File: src/rtl/stroke_point_replayer_if.sv
// Capture-side inputs and replay-stream outputs of stroke_point_replayer.
// The slave modport is the replayer, the master modport is whoever drives the capture side.
interface stroke_point_replayer_if #(
  parameter int CW = 5,
  parameter int AW = 6
);
  logic          i_pt_valid;
  logic [CW-1:0] i_pt_x;
  logic [CW-1:0] i_pt_y;
  logic          i_stroke_end;
  logic [19:0]   i_total_length;

  logic          o_valid;
  logic [CW-1:0] o_x;
  logic [CW-1:0] o_y;
  logic          o_pass;
  logic          o_pass_start;
  logic [19:0]   o_cum_length;
  logic          o_busy;
  logic          o_done;
  logic          o_overflow;
  logic [AW:0]   o_count;

  modport master (
    output i_pt_valid, i_pt_x, i_pt_y, i_stroke_end, i_total_length,
    input  o_valid, o_x, o_y, o_pass, o_pass_start, o_cum_length,
           o_busy, o_done, o_overflow, o_count
  );

  modport slave (
    input  i_pt_valid, i_pt_x, i_pt_y, i_stroke_end, i_total_length,
    output o_valid, o_x, o_y, o_pass, o_pass_start, o_cum_length,
           o_busy, o_done, o_overflow, o_count
  );
endinterface

File: src/rtl/stroke_point_replayer.sv
// Captures one stroke of (x,y) points, then replays it twice: length pass, then resample pass.
// Optional REPLAY_DEDUP_EN drops a captured point identical to the previously stored one.
module stroke_point_replayer #(
  parameter int DEPTH = 64,
  parameter int AW    = 6,
  parameter int CW    = 5
) (
  input logic                 i_clk,
  input logic                 i_rst_n,
  stroke_point_replayer_if.slave bus
);

  typedef enum logic [2:0] {
    S_IDLE, S_CAPTURE, S_START1, S_PASS1, S_LATCH, S_START2, S_PASS2, S_DONE
  } state_t;

  localparam logic [AW:0] FULL = (AW+1)'(DEPTH);
  localparam logic [AW:0] ONE  = (AW+1)'(1);

  state_t        state, state_nx;
  logic [CW-1:0] mem_x [DEPTH];
  logic [CW-1:0] mem_y [DEPTH];
  logic [AW:0]   count;
  logic [AW:0]   rd_ptr;
  logic [AW:0]   rd_addr;
  logic [CW-1:0] rd_x, rd_y;
  logic          overflow;
  logic [19:0]   cum_length;
  logic          dup;
  logic          store_first, store_next, drop_full, load_rd;
  logic [AW-1:0] wr_addr;

`ifdef REPLAY_DEDUP_EN
  logic [CW-1:0] last_x, last_y;

  always_ff @(posedge i_clk or negedge i_rst_n) begin
    if (!i_rst_n) begin
      last_x <= '0;
      last_y <= '0;
    end else if (store_first || store_next) begin
      last_x <= bus.i_pt_x;
      last_y <= bus.i_pt_y;
    end
  end

  assign dup = (bus.i_pt_x == last_x) && (bus.i_pt_y == last_y);
`else
  assign dup = 1'b0;
`endif

  // Each pass starts its read at address 0; the START state preloads point 0.
  assign rd_addr = (state == S_START1 || state == S_START2) ? '0 : rd_ptr;
  assign wr_addr = store_first ? '0 : count[AW-1:0];

  always_comb begin
    state_nx    = state;
    store_first = 1'b0;
    store_next  = 1'b0;
    drop_full   = 1'b0;
    load_rd     = 1'b0;
    case (state)
      S_IDLE: begin
        if (bus.i_pt_valid) begin
          store_first = 1'b1;
          state_nx    = S_CAPTURE;
        end
      end
      S_CAPTURE: begin
        if (bus.i_pt_valid && !dup) begin
          if (count == FULL) drop_full  = 1'b1;
          else               store_next = 1'b1;
        end
        if (bus.i_stroke_end) state_nx = S_START1;
      end
      S_START1: begin
        load_rd  = 1'b1;
        state_nx = S_PASS1;
      end
      S_PASS1: begin
        if (rd_ptr < count) load_rd  = 1'b1;
        else                state_nx = S_LATCH;
      end
      S_LATCH:  state_nx = S_START2;
      S_START2: begin
        load_rd  = 1'b1;
        state_nx = S_PASS2;
      end
      S_PASS2: begin
        if (rd_ptr < count) load_rd  = 1'b1;
        else                state_nx = S_DONE;
      end
      S_DONE:   state_nx = S_IDLE;
      default:  state_nx = S_IDLE;
    endcase
  end

  always_ff @(posedge i_clk) begin
    if (store_first || store_next) begin
      mem_x[wr_addr] <= bus.i_pt_x;
      mem_y[wr_addr] <= bus.i_pt_y;
    end
  end

  always_ff @(posedge i_clk or negedge i_rst_n) begin
    if (!i_rst_n) begin
      state      <= S_IDLE;
      count      <= '0;
      rd_ptr     <= '0;
      rd_x       <= '0;
      rd_y       <= '0;
      overflow   <= 1'b0;
      cum_length <= '0;
    end else begin
      state <= state_nx;
      if (store_first) begin
        count    <= ONE;
        overflow <= 1'b0;
      end else if (store_next) begin
        count <= count + ONE;
      end
      if (drop_full) overflow <= 1'b1;
      // Registered read: the loaded point is presented alongside o_valid next cycle.
      if (load_rd) begin
        rd_x   <= mem_x[rd_addr[AW-1:0]];
        rd_y   <= mem_y[rd_addr[AW-1:0]];
        rd_ptr <= rd_addr + ONE;
      end
      if (state == S_LATCH) cum_length <= bus.i_total_length;
    end
  end

  assign bus.o_valid      = (state == S_PASS1) || (state == S_PASS2);
  assign bus.o_pass       = (state == S_START2) || (state == S_PASS2);
  assign bus.o_pass_start = (state == S_START1) || (state == S_START2);
  assign bus.o_busy       = (state != S_IDLE) && (state != S_CAPTURE);
  assign bus.o_done       = (state == S_DONE);
  assign bus.o_x          = rd_x;
  assign bus.o_y          = rd_y;
  assign bus.o_cum_length = cum_length;
  assign bus.o_overflow   = overflow;
  assign bus.o_count      = count;

endmodule

File: src/flat_wrapper.sv
// flat-port wrapper written by rule: the top's interface ports become plain ports
module stroke_point_replayer_flat 
#(
  parameter int DEPTH = 64,
  parameter int AW    = 6,
  parameter int CW    = 5
)
  (i_clk, i_rst_n, bus_i_pt_valid, bus_i_pt_x, bus_i_pt_y, bus_i_stroke_end, bus_i_total_length, bus_o_valid, bus_o_x, bus_o_y, bus_o_pass, bus_o_pass_start, bus_o_cum_length, bus_o_busy, bus_o_done, bus_o_overflow, bus_o_count);
  stroke_point_replayer_if #(.CW(CW), .AW(AW)) bus_i ();
  input logic i_clk;
  input logic i_rst_n;
  input wire logic [$bits(bus_i.i_pt_valid)-1:0] bus_i_pt_valid;
  input wire logic [$bits(bus_i.i_pt_x)-1:0] bus_i_pt_x;
  input wire logic [$bits(bus_i.i_pt_y)-1:0] bus_i_pt_y;
  input wire logic [$bits(bus_i.i_stroke_end)-1:0] bus_i_stroke_end;
  input wire logic [$bits(bus_i.i_total_length)-1:0] bus_i_total_length;
  output wire logic [$bits(bus_i.o_valid)-1:0] bus_o_valid;
  output wire logic [$bits(bus_i.o_x)-1:0] bus_o_x;
  output wire logic [$bits(bus_i.o_y)-1:0] bus_o_y;
  output wire logic [$bits(bus_i.o_pass)-1:0] bus_o_pass;
  output wire logic [$bits(bus_i.o_pass_start)-1:0] bus_o_pass_start;
  output wire logic [$bits(bus_i.o_cum_length)-1:0] bus_o_cum_length;
  output wire logic [$bits(bus_i.o_busy)-1:0] bus_o_busy;
  output wire logic [$bits(bus_i.o_done)-1:0] bus_o_done;
  output wire logic [$bits(bus_i.o_overflow)-1:0] bus_o_overflow;
  output wire logic [$bits(bus_i.o_count)-1:0] bus_o_count;
  assign bus_i.i_pt_valid = bus_i_pt_valid;
  assign bus_i.i_pt_x = bus_i_pt_x;
  assign bus_i.i_pt_y = bus_i_pt_y;
  assign bus_i.i_stroke_end = bus_i_stroke_end;
  assign bus_i.i_total_length = bus_i_total_length;
  assign bus_o_valid = bus_i.o_valid;
  assign bus_o_x = bus_i.o_x;
  assign bus_o_y = bus_i.o_y;
  assign bus_o_pass = bus_i.o_pass;
  assign bus_o_pass_start = bus_i.o_pass_start;
  assign bus_o_cum_length = bus_i.o_cum_length;
  assign bus_o_busy = bus_i.o_busy;
  assign bus_o_done = bus_i.o_done;
  assign bus_o_overflow = bus_i.o_overflow;
  assign bus_o_count = bus_i.o_count;
  stroke_point_replayer #(.DEPTH(DEPTH), .AW(AW), .CW(CW)) u_core (.i_clk(i_clk), .i_rst_n(i_rst_n), .bus(bus_i));
endmodule
File: config.mk
export PLATFORM = sky130hd
export DESIGN_NAME = stroke_point_replayer_flat
export DESIGN_NICKNAME = d
export VERILOG_FILES = /design/src/rtl/stroke_point_replayer_if.sv /design/src/rtl/stroke_point_replayer.sv /design/src/flat_wrapper.sv
export SDC_FILE = /design/constraint.sdc
export NUM_CORES = 1
export LEC_CHECK = 0
export BUFFER_PORTS_ARGS = -buffer_cell sky130_fd_sc_hd__buf_2
export CAP_MARGIN = 20
export CELL_PAD_IN_SITES_DETAIL_PLACEMENT = 0
export CELL_PAD_IN_SITES_GLOBAL_PLACEMENT = 1
export CORE_ASPECT_RATIO = 1.5
export CORE_UTILIZATION = 53
export DETAILED_ROUTE_END_ITERATION = 16
export PLACE_DENSITY = 0.85
export SYNTH_ARGS = -nofsm -noshare
export SYNTH_HDL_FRONTEND = slang
export SYNTH_SLANG_ARGS = --single-unit
export TNS_END_PERCENT = 20
File: constraint.sdc
create_clock -name i_clk -period 3.8 [get_ports i_clk]
set_input_delay 0.76 -clock i_clk [delete_from_list [all_inputs] [get_ports i_clk]]
set_output_delay 0.76 -clock i_clk [all_outputs]
set_load 0.01 [all_outputs]
==> metrics, run 1 <==
Starting DRT DRC Count=1842; core area=0.0518 mm²; Synth Flop Type=edfxtp_1; RSZ-0062 raised after global routing=no; Reg2Reg Depth=10; TNS Setup=0 ns; Syn Area/Cell=15.9 µm²; GRT overflow=0; Hold Vio Cnt, Final=0; relative slew slack=25.5%; I/O pins=77; Routed wire per std cell=27.8 µm; Synth Register Bits=688; Clock Power Share=between 40 and 50%; slack of the critical path=0.546 ns; share of layout cells above drive strength 1=between 20% and 30%; I/O Buffers=76; Top delay family on crit path=compound AO/OA/AOI/OAI gates; Crit path required time=4.28 ns; cts-stage hold buffer count=0; ys async rst share=under 10%; largest net degree at the start of global routing=83; initial antenna violation count=1; Worst R2R Start=u_core.state[1]$_DFFE_PN0P_; Post-synth EDFFs=640; Rows=~100; Slew Viols, Final=0; switching portion of total power=between 15 and 20%; post-synth net total=1804; Die H=283 µm; worst min-delay path category=in -> async; Leak=~11 nW; Slowest-stage cell, CP=o21ai_0; Pint=11.9 mW; reg-to-reg critical path endpoint=u_core.bus.o_x[4]$_DFFE_PN0P_; outcome=finished clean; DP Wirelength=48.0 mm; Final setup viols=0; placed insts=2527; critical path class=reg -> reg; Initial Util=53.9%; sequential power share=a little under three fifths; clock-pin transition on the worst setup and hold timing paths=0.07 ns; vias per cell=6.33; CP Buf/Inv Count=3; Cells after Synth=approximately 1800; post-CTS resize count=0; Comb power frac=1.3%; Worst-Margin Slew=~1.1 ns; crit path DAT=approximately 3.7 ns; Worst path max stage delay=0.68 ns; TritonCTS sink count=688; Root Buffer=clkbuf_16; drt pass-1 iters=6; critical-path cell list=inv_1 -> ha_1 -> mux2i_4 -> buf_4 -> nand2_1 -> buf_4 -> o221ai_1 -> a21oi_1 -> o21ai_0 -> a41oi_2; Layout Cells excl Fill=2639; Final ANT Viol Nets=0; worst-skew pair later-pin latency=0.65 ns; fmax=0.307 GHz; first-pass GRT wire length=between 100 and 150 mm; Max Cap Viol=0; DR vias=between 15000 and 20000; die area=0.0536 mm²; Period minus WS final=3.25 ns; final WL=73.2 mm; CTS Buffer Depth=3; clk_skew=0.0233 ns; worst slack at placement=slightly below 0.6 ns; Synth Warn #=0; Die X-Extent=189 µm; crit share post-route=85.6%; postcts setup bufs=0; Switch Pwr=between 2 and 3 mW; n_diodes=0; RePlAce Congestion=0.924; DRC viols=0; Syn-to-layout area delta=13.2%; synthesized area=around 0.028 mm²; H-tree depth=2; power consumption=14.8 mW; critical path endpoint category=flip-flop; sequential fraction of the synthesis area=between 70% and 80%; startpoint types=flip-flop; R2R Setup Slk=0.55 ns; Pwr Density=468 mW/mm²; WHS=roughly 0.26 ns; CP most frequent cell=buf_4; CTS buffer count=60; Max Fanout on Critical Path=46; vias in the first global route=around 17000; CTS tree=yes; Peak VDD IR=745 µV; GRT Resource Usage Total=27.6%; Layout Nets=1960; unique cell type count in the Yosys netlist=70
==> placed cells by master (no fill, tap or decap), types with 7 or more instances in the layout <==
| master | Yosys | layout |
|---|---|---|
| a211oi_1 | 11 | 11 |
| a21oi_1 | 67 | 67 |
| a221o_1 | 9 | 9 |
| a221oi_1 | 9 | 9 |
| a2bb2oi_1 | 19 | 19 |
| a311oi_1 | 10 | 10 |
| a31oi_1 | 20 | 20 |
| a41oi_2 | 7 | 7 |
| buf_2 | 45 | 76 |
| buf_4 | 15 | 112 |
| bufinv_16 | 0 | 9 |
| clkbuf_1 | 29 | 8 |
| clkbuf_16 | 0 | 60 |
| clkinv_1 | 2 | 7 |
| clkinv_2 | 0 | 16 |
| dfrtp_1 | 48 | 45 |
| edfxtp_1 | 640 | 640 |
| ha_1 | 13 | 13 |
| inv_1 | 40 | 39 |
| mux2_2 | 74 | 74 |
| mux2i_1 | 62 | 62 |
| mux4_2 | 41 | 41 |
| nand2_1 | 114 | 114 |
| nand3_1 | 15 | 15 |
| nand4_1 | 10 | 10 |
| nor2_1 | 153 | 153 |
| nor2b_1 | 16 | 16 |
| nor3_1 | 50 | 50 |
| o21ai_0 | 45 | 45 |
| o221ai_1 | 40 | 40 |
| o22ai_1 | 41 | 41 |
| o31ai_1 | 10 | 10 |
| o32ai_1 | 18 | 18 |
| xnor2_1 | 7 | 7 |
==> logic make-up after synthesis <==
logic type	Yosys count	synth area share (%)
flops	688	73.1
simple gates	388	6.19
compound gates	335	8.67
mux	178	8.56
buf+inv	144	2.53
fa+ha+maj	13	0.582
xor+xnor	11	0.345
==> registers in the layout (all words and copies together) (netlist names) <==
register / count
u_core.mem_x: 320
u_core.mem_y: 320
u_core.bus.o_cum_length: 20
u_core.bus.o_count: 7
u_core.rd_ptr: 7
u_core.bus.o_x: 5
u_core.bus.o_y: 5
u_core.state: 3
u_core.bus.o_overflow: 1
==> routing by layer <==
metal / GRT usage [%] / up-vias / share of wire (%)
li1: - / 7211 / -
met2: 48.2 / 806 / 52
met4: 14.0 / 0 / 5.5
met3: 4.16 / 175 / 6.8
met1: 33.2 / 8515 / 36
met5: 0 / - / 0
==> synth_stat cells (6+ instances only) <==
| cell type | count | share of area [%] |
|---|---|---|
| inv_1 | 40 | 0.54 |
| a221o_1 | 9 | 0.32 |
| buf_4 | 15 | 0.40 |
| xnor2_1 | 7 | 0.22 |
| nor2b_1 | 16 | 0.36 |
| a2bb2oi_1 | 19 | 0.60 |
| o21ai_0 | 45 | 0.81 |
| o221ai_1 | 40 | 1.3 |
| edfxtp_1 | 640 | 69 |
| nand3_1 | 15 | 0.27 |
| clkbuf_1 | 29 | 0.39 |
| a41oi_2 | 7 | 0.41 |
| nor2_1 | 153 | 2.1 |
| buf_2 | 45 | 0.81 |
| a311oi_1 | 10 | 0.31 |
| o221a_2 | 6 | 0.24 |
| o22ai_1 | 41 | 0.92 |
| nand4_1 | 10 | 0.22 |
| a31oi_1 | 20 | 0.45 |
| buf_6 | 7 | 0.28 |
| a211oi_1 | 11 | 0.30 |
| nand2_1 | 114 | 1.5 |
| dfrtp_1 | 48 | 4.3 |
| mux2i_1 | 62 | 2.2 |
| mux2_2 | 74 | 3.0 |
| a221oi_1 | 9 | 0.28 |
| o31ai_1 | 10 | 0.27 |
| a21oi_1 | 67 | 1.2 |
| ha_1 | 13 | 0.58 |
| mux4_2 | 41 | 3.3 |
| o32ai_1 | 18 | 0.56 |
| nor3_1 | 50 | 0.90 |
==> how the worst max path moves through the flow <==
stage,endpoint,from,cells past startpoint,slack [ns]
detailed placement,u_core.bus.o_y[0]$_DFFE_PN0P_,u_core.state[0]$_DFFE_PN0P_,10,0.58
floorplan,u_core.mem_x[60][0]$_DFFE_PP_,bus_i_pt_valid,6,0.86
finish,u_core.bus.o_x[4]$_DFFE_PN0P_,u_core.state[1]$_DFFE_PN0P_,10,0.55
CTS,bus_o_pass_start,u_core.state[1]$_DFFE_PN0P_,6,0.57
global placement,u_core.bus.o_y[1]$_DFFE_PN0P_,u_core.state[1]$_DFFE_PN0P_,10,0.65
global route,u_core.bus.o_y[1]$_DFFE_PN0P_,u_core.state[1]$_DFFE_PN0P_,10,0.39
==> metrics by stage <==
stage	instance area, µm²	utilization (%)
floorplan	27900	-
global placement	29600	57.0
detailed placement	29600	57.0
CTS	31600	61.0
global route	31600	61.0
finish	31600	61.0
==> power by group through the flow <==
stage | clock network (mW) | logic, mW | registers, mW
floorplan | 0 | 0.00976 | 8.46
finish | 6.30 | 0.197 | 8.29
CTS | 6.37 | 0.198 | 8.29
detailed placement | 0 | 0.198 | 8.45
global placement | 0 | 0.189 | 8.45
global route | 6.62 | 0.208 | 8.28
==> final cells by class <==
class	count	area [µm²]
sequential	688	20400
multi-input combinational	925	6810
tap	676	846
inverter	46	173
fill	3792	20200
clock inverter	42	487
timing repair buffer	192	1300
clock buffer	70	1560
Power figures use the tool's default switching activity.
==> run 2: changes to the inputs <==
--- a/config.mk
+++ b/config.mk
@@ -5,14 +5,17 @@
 export SDC_FILE = /design/constraint.sdc
 export NUM_CORES = 1
 export LEC_CHECK = 0
+export ABC_AREA = 1
 export BUFFER_PORTS_ARGS = -buffer_cell sky130_fd_sc_hd__buf_2
 export CAP_MARGIN = 20
 export CELL_PAD_IN_SITES_DETAIL_PLACEMENT = 0
 export CELL_PAD_IN_SITES_GLOBAL_PLACEMENT = 1
 export CORE_ASPECT_RATIO = 1.5
-export CORE_UTILIZATION = 53
+export CORE_MARGIN = 2
+export CORE_UTILIZATION = 50
 export DETAILED_ROUTE_END_ITERATION = 16
-export PLACE_DENSITY = 0.85
+export PLACE_DENSITY = 0.86
+export SETUP_SLACK_MARGIN = 0.15
 export SYNTH_ARGS = -nofsm -noshare
 export SYNTH_HDL_FRONTEND = slang
 export SYNTH_SLANG_ARGS = --single-unit
==> run 2 against run 1 <==
Effect of this change:
- flip-flop and latch count did not move
- sequential power rose by 5.8%
- non-clock buffer count rose by 14
- largest power group is now combinational cells
- fmax rose by 0.57%
- design area rose by 9.0%
- clock power rose by 3.7%
- die area rose by 18%
- combinational power rose to 47 times the previous value
- clock skew fell by 0.0035 ns
==> metrics, run 2 <==
I/O Buffers=76 (unchanged); clock-pin transition on the worst setup and hold timing paths=0.06 ns (was 0.07 ns); H-tree depth=2 (unchanged); GRT overflow=0 (unchanged); CTS Buffer Depth=3 (unchanged); dominant cells by area after synthesis=edfxtp_1, nand3_1, inv_1, nand2_1, nor2_1 (was edfxtp_1, dfrtp_1, mux4_2, mux2_2, mux2i_1); Pint=14.9 mW (was 11.9 mW); RePlAce Congestion=0.899 (was 0.924); Hold Vio Cnt, Final=0 (unchanged); first-pass GRT wire length=127 mm (was 108 mm); Slowest-stage cell, CP=buf_4 (was o21ai_0); drt pass-1 iters=5 (was 6); Synth Register Bits=688 (unchanged); Root Buffer=clkbuf_16 (unchanged); outcome=finished clean (unchanged); R2R Setup Slk=0.59 ns (was 0.55 ns); relative slew slack=30.7% (was 25.5%); synthesized area=0.0306 mm² (was 0.0279 mm²); WHS=0.152 ns (was 0.256 ns); sequential fraction of the synthesis area=66.8% (was 73.1%); cell with the most instances after synthesis=edfxtp_1 (unchanged); Syn Area/Cell=10.3 µm² (was 15.9 µm²); initial antenna violation count=4 (was 1); Synth Flop Type=edfxtp_1 (unchanged); Finished Cell Area=0.0345 mm² (was 0.0316 mm²); vias per cell=5.68 (was 6.33); Die H=307 µm (was 283 µm); switching portion of total power=39.2% (was 19.6%); fmax=0.309 GHz (was 0.307 GHz); Final setup viols=0 (unchanged); DRC viols=0 (unchanged); Comb power frac=37.8% (was 1.3%); Synth top area share=62.9% (was 68.8%); Synth Warn #=0 (unchanged); TNS Setup=0 ns (unchanged); placed insts=3784 (was 2527); Max Cap Viol=0 (unchanged); largest net degree at the start of global routing=148 (was 83); critical path class=reg -> out (was reg -> reg); GRT Resource Usage Total=26.6% (was 27.6%); startpoint types=flip-flop (unchanged); Syn-to-layout area delta=12.7% (was 13.2%); Post-synth top cells=edfxtp_1, inv_1, nand2_1 (was edfxtp_1, nor2_1, nand2_1); Initial Util=50.3% (was 53.9%); Layout Nets=3104 (was 1960); placed inst area=0.0323 mm² (was 0.0296 mm²); Slew Viols, Final=0 (unchanged); most frequent cells in the layout=edfxtp_1, inv_1, nand2_1 (was edfxtp_1, nor2_1, nand2_1); Peak VDD IR=842 µV (was 745 µV); share of layout cells above drive strength 1=10.7% (was 22.4%); cell taking the most area after synthesis=edfxtp_1 (unchanged); Crit path required time=3.04 ns (was 4.28 ns); final WL=83.2 mm (was 73.2 mm); Post-synth EDFFs=640 (unchanged); core area=0.0608 mm² (was 0.0518 mm²); Layout Cells excl Fill=3901 (was 2639); I/O pins=77 (unchanged); sequential power share=35.7% (was 56.1%); Period minus WS final=3.24 ns (was 3.25 ns); critical-path cell list=inv_1 -> ha_1 -> nand2_8 -> buf_4 -> nand2_1 -> buf_2 (was inv_1 -> ha_1 -> mux2i_4 -> buf_4 -> nand2_1 -> buf_4 -> o221ai_1 -> a21oi_1 -> o21ai_0 -> a41oi_2); CTS tree=yes (unchanged); commonest non-fill, non-tap cell in the layout=edfxtp_1 (unchanged); Rows=111 (was 102); Clock Power Share=26.6% (was 42.6%); Pwr Density=713 mW/mm² (was 468 mW/mm²); post-synth net total=3024 (was 1804); postcts setup bufs=0 (unchanged); vias in the first global route=21600 (was 17000); RSZ-0062 raised after global routing=no (unchanged); worst min-delay path category=in -> async (unchanged); DR vias=22200 (was 16700); CTS buffer count=61 (was 60); Cells after Synth=2977 (was 1757); TritonCTS sink count=688 (unchanged); crit path DAT=2.48 ns (was 3.74 ns); Routed wire per std cell=21.3 µm (was 27.8 µm); worst-skew pair later-pin latency=0.63 ns (was 0.65 ns); Starting DRT DRC Count=2393 (was 1842); Die X-Extent=206 µm (was 189 µm); DP Wirelength=51.0 mm (was 48.0 mm); Max Fanout on Critical Path=65 (was 46); post-CTS resize count=0 (unchanged); crit share post-route=85.1% (was 85.6%); Leak=14.1 nW (was 10.7 nW); unique cell type count in the Yosys netlist=30 (was 70); Final ANT Viol Nets=0 (unchanged); cts-stage hold buffer count=0 (unchanged); ys async rst share=6.98% (unchanged); critical path endpoint category=output pin (was flip-flop); power consumption=24.6 mW (was 14.8 mW); die area=0.0632 mm² (was 0.0536 mm²); Switch Pwr=9.63 mW (was 2.89 mW); Worst path max stage delay=0.61 ns (was 0.68 ns); clk_skew=0.0198 ns (was 0.0233 ns); Worst-Margin Slew=1.04 ns (was 1.12 ns)
run 2: final timing paths:
check                      cells after the start                               startpoint                                      end
max                                            6              u_core.state[1]$_DFFE_PN0P_                               bus_o_pass
min                                            1                                  i_rst_n  u_core.bus.o_cum_length[16]$_DFFE_PN0P_
max reg2reg                                   15              u_core.state[0]$_DFFE_PN0P_            u_core.bus.o_x[4]$_DFFE_PN0P_
min reg2reg                                    2  u_core.bus.o_cum_length[18]$_DFFE_PN0P_  u_core.bus.o_cum_length[18]$_DFFE_PN0P_
max in group asynchronous                      2                                  i_rst_n        u_core.bus.o_count[2]$_DFFE_PN0P_
min in group i_clk                             3                    bus_i_total_length[5]   u_core.bus.o_cum_length[5]$_DFFE_PN0P_
run 2: logic make-up (layout without fill, tap and decap cells):
family	after synthesis	in the layout	share of synthesized area [%]
other cells	0	1	0
xor+xnor	4	4	0.115
flops	688	688	66.8
buf+inv	624	756	8.00
compound gates	112	112	1.87
simple gates	1535	1535	22.7
fa+ha+maj	13	13	0.532
mux	1	1	0.0368
run 2: per-stage QoR:
stage | util [%] | worst slack, ns
global placement | 53.1 | 0.727
finish | 56.6 | 0.564
CTS | 56.6 | 0.543
detailed placement | 53.1 | 0.676
global route | 56.6 | 0.455
floorplan | - | 1.12
run 2: critical path: cells and delay by family, from the launching register on:
kind / cells / cell delay, ns
simple gates: 2 / 0.30
buf+inv: 3 / 0.88
flops: 1 / 0.37
fa+ha+maj: 1 / 0.28
run 2: power groups by stage:
stage / logic (mW) / clock network [mW] / registers, mW
after CTS: 9.21 / 6.60 / 8.76
after floorplan: 6.01 / 0 / 8.91
final: 9.28 / 6.53 / 8.77
after detailed placement: 9.18 / 0 / 8.92
after global placement: 9.04 / 0 / 8.91
after global routing: 10.2 / 6.86 / 8.79
run 2: area by class of cell:
| class | instances | area, µm² |
|---|---|---|
| Antenna cell | 1 | 2.50 |
| Clock buffer | 76 | 1650 |
| Clock inverter | 39 | 469 |
| Fill cell | 5133 | 26400 |
| Inverter | 435 | 1630 |
| Multi-Input combinational cell | 1665 | 7760 |
| Sequential cell | 688 | 20400 |
| Tap cell | 791 | 990 |
| Timing Repair Buffer | 206 | 1530 |
run 2: per-layer routing:
metal	track usage [%]	vias up	share of wire, %
met1	34.2	10700	38
li1	-	10200	-
met3	4.01	212	8.0
met4	13.1	0	5.1
met2	44.1	1056	49
met5	0	-	0
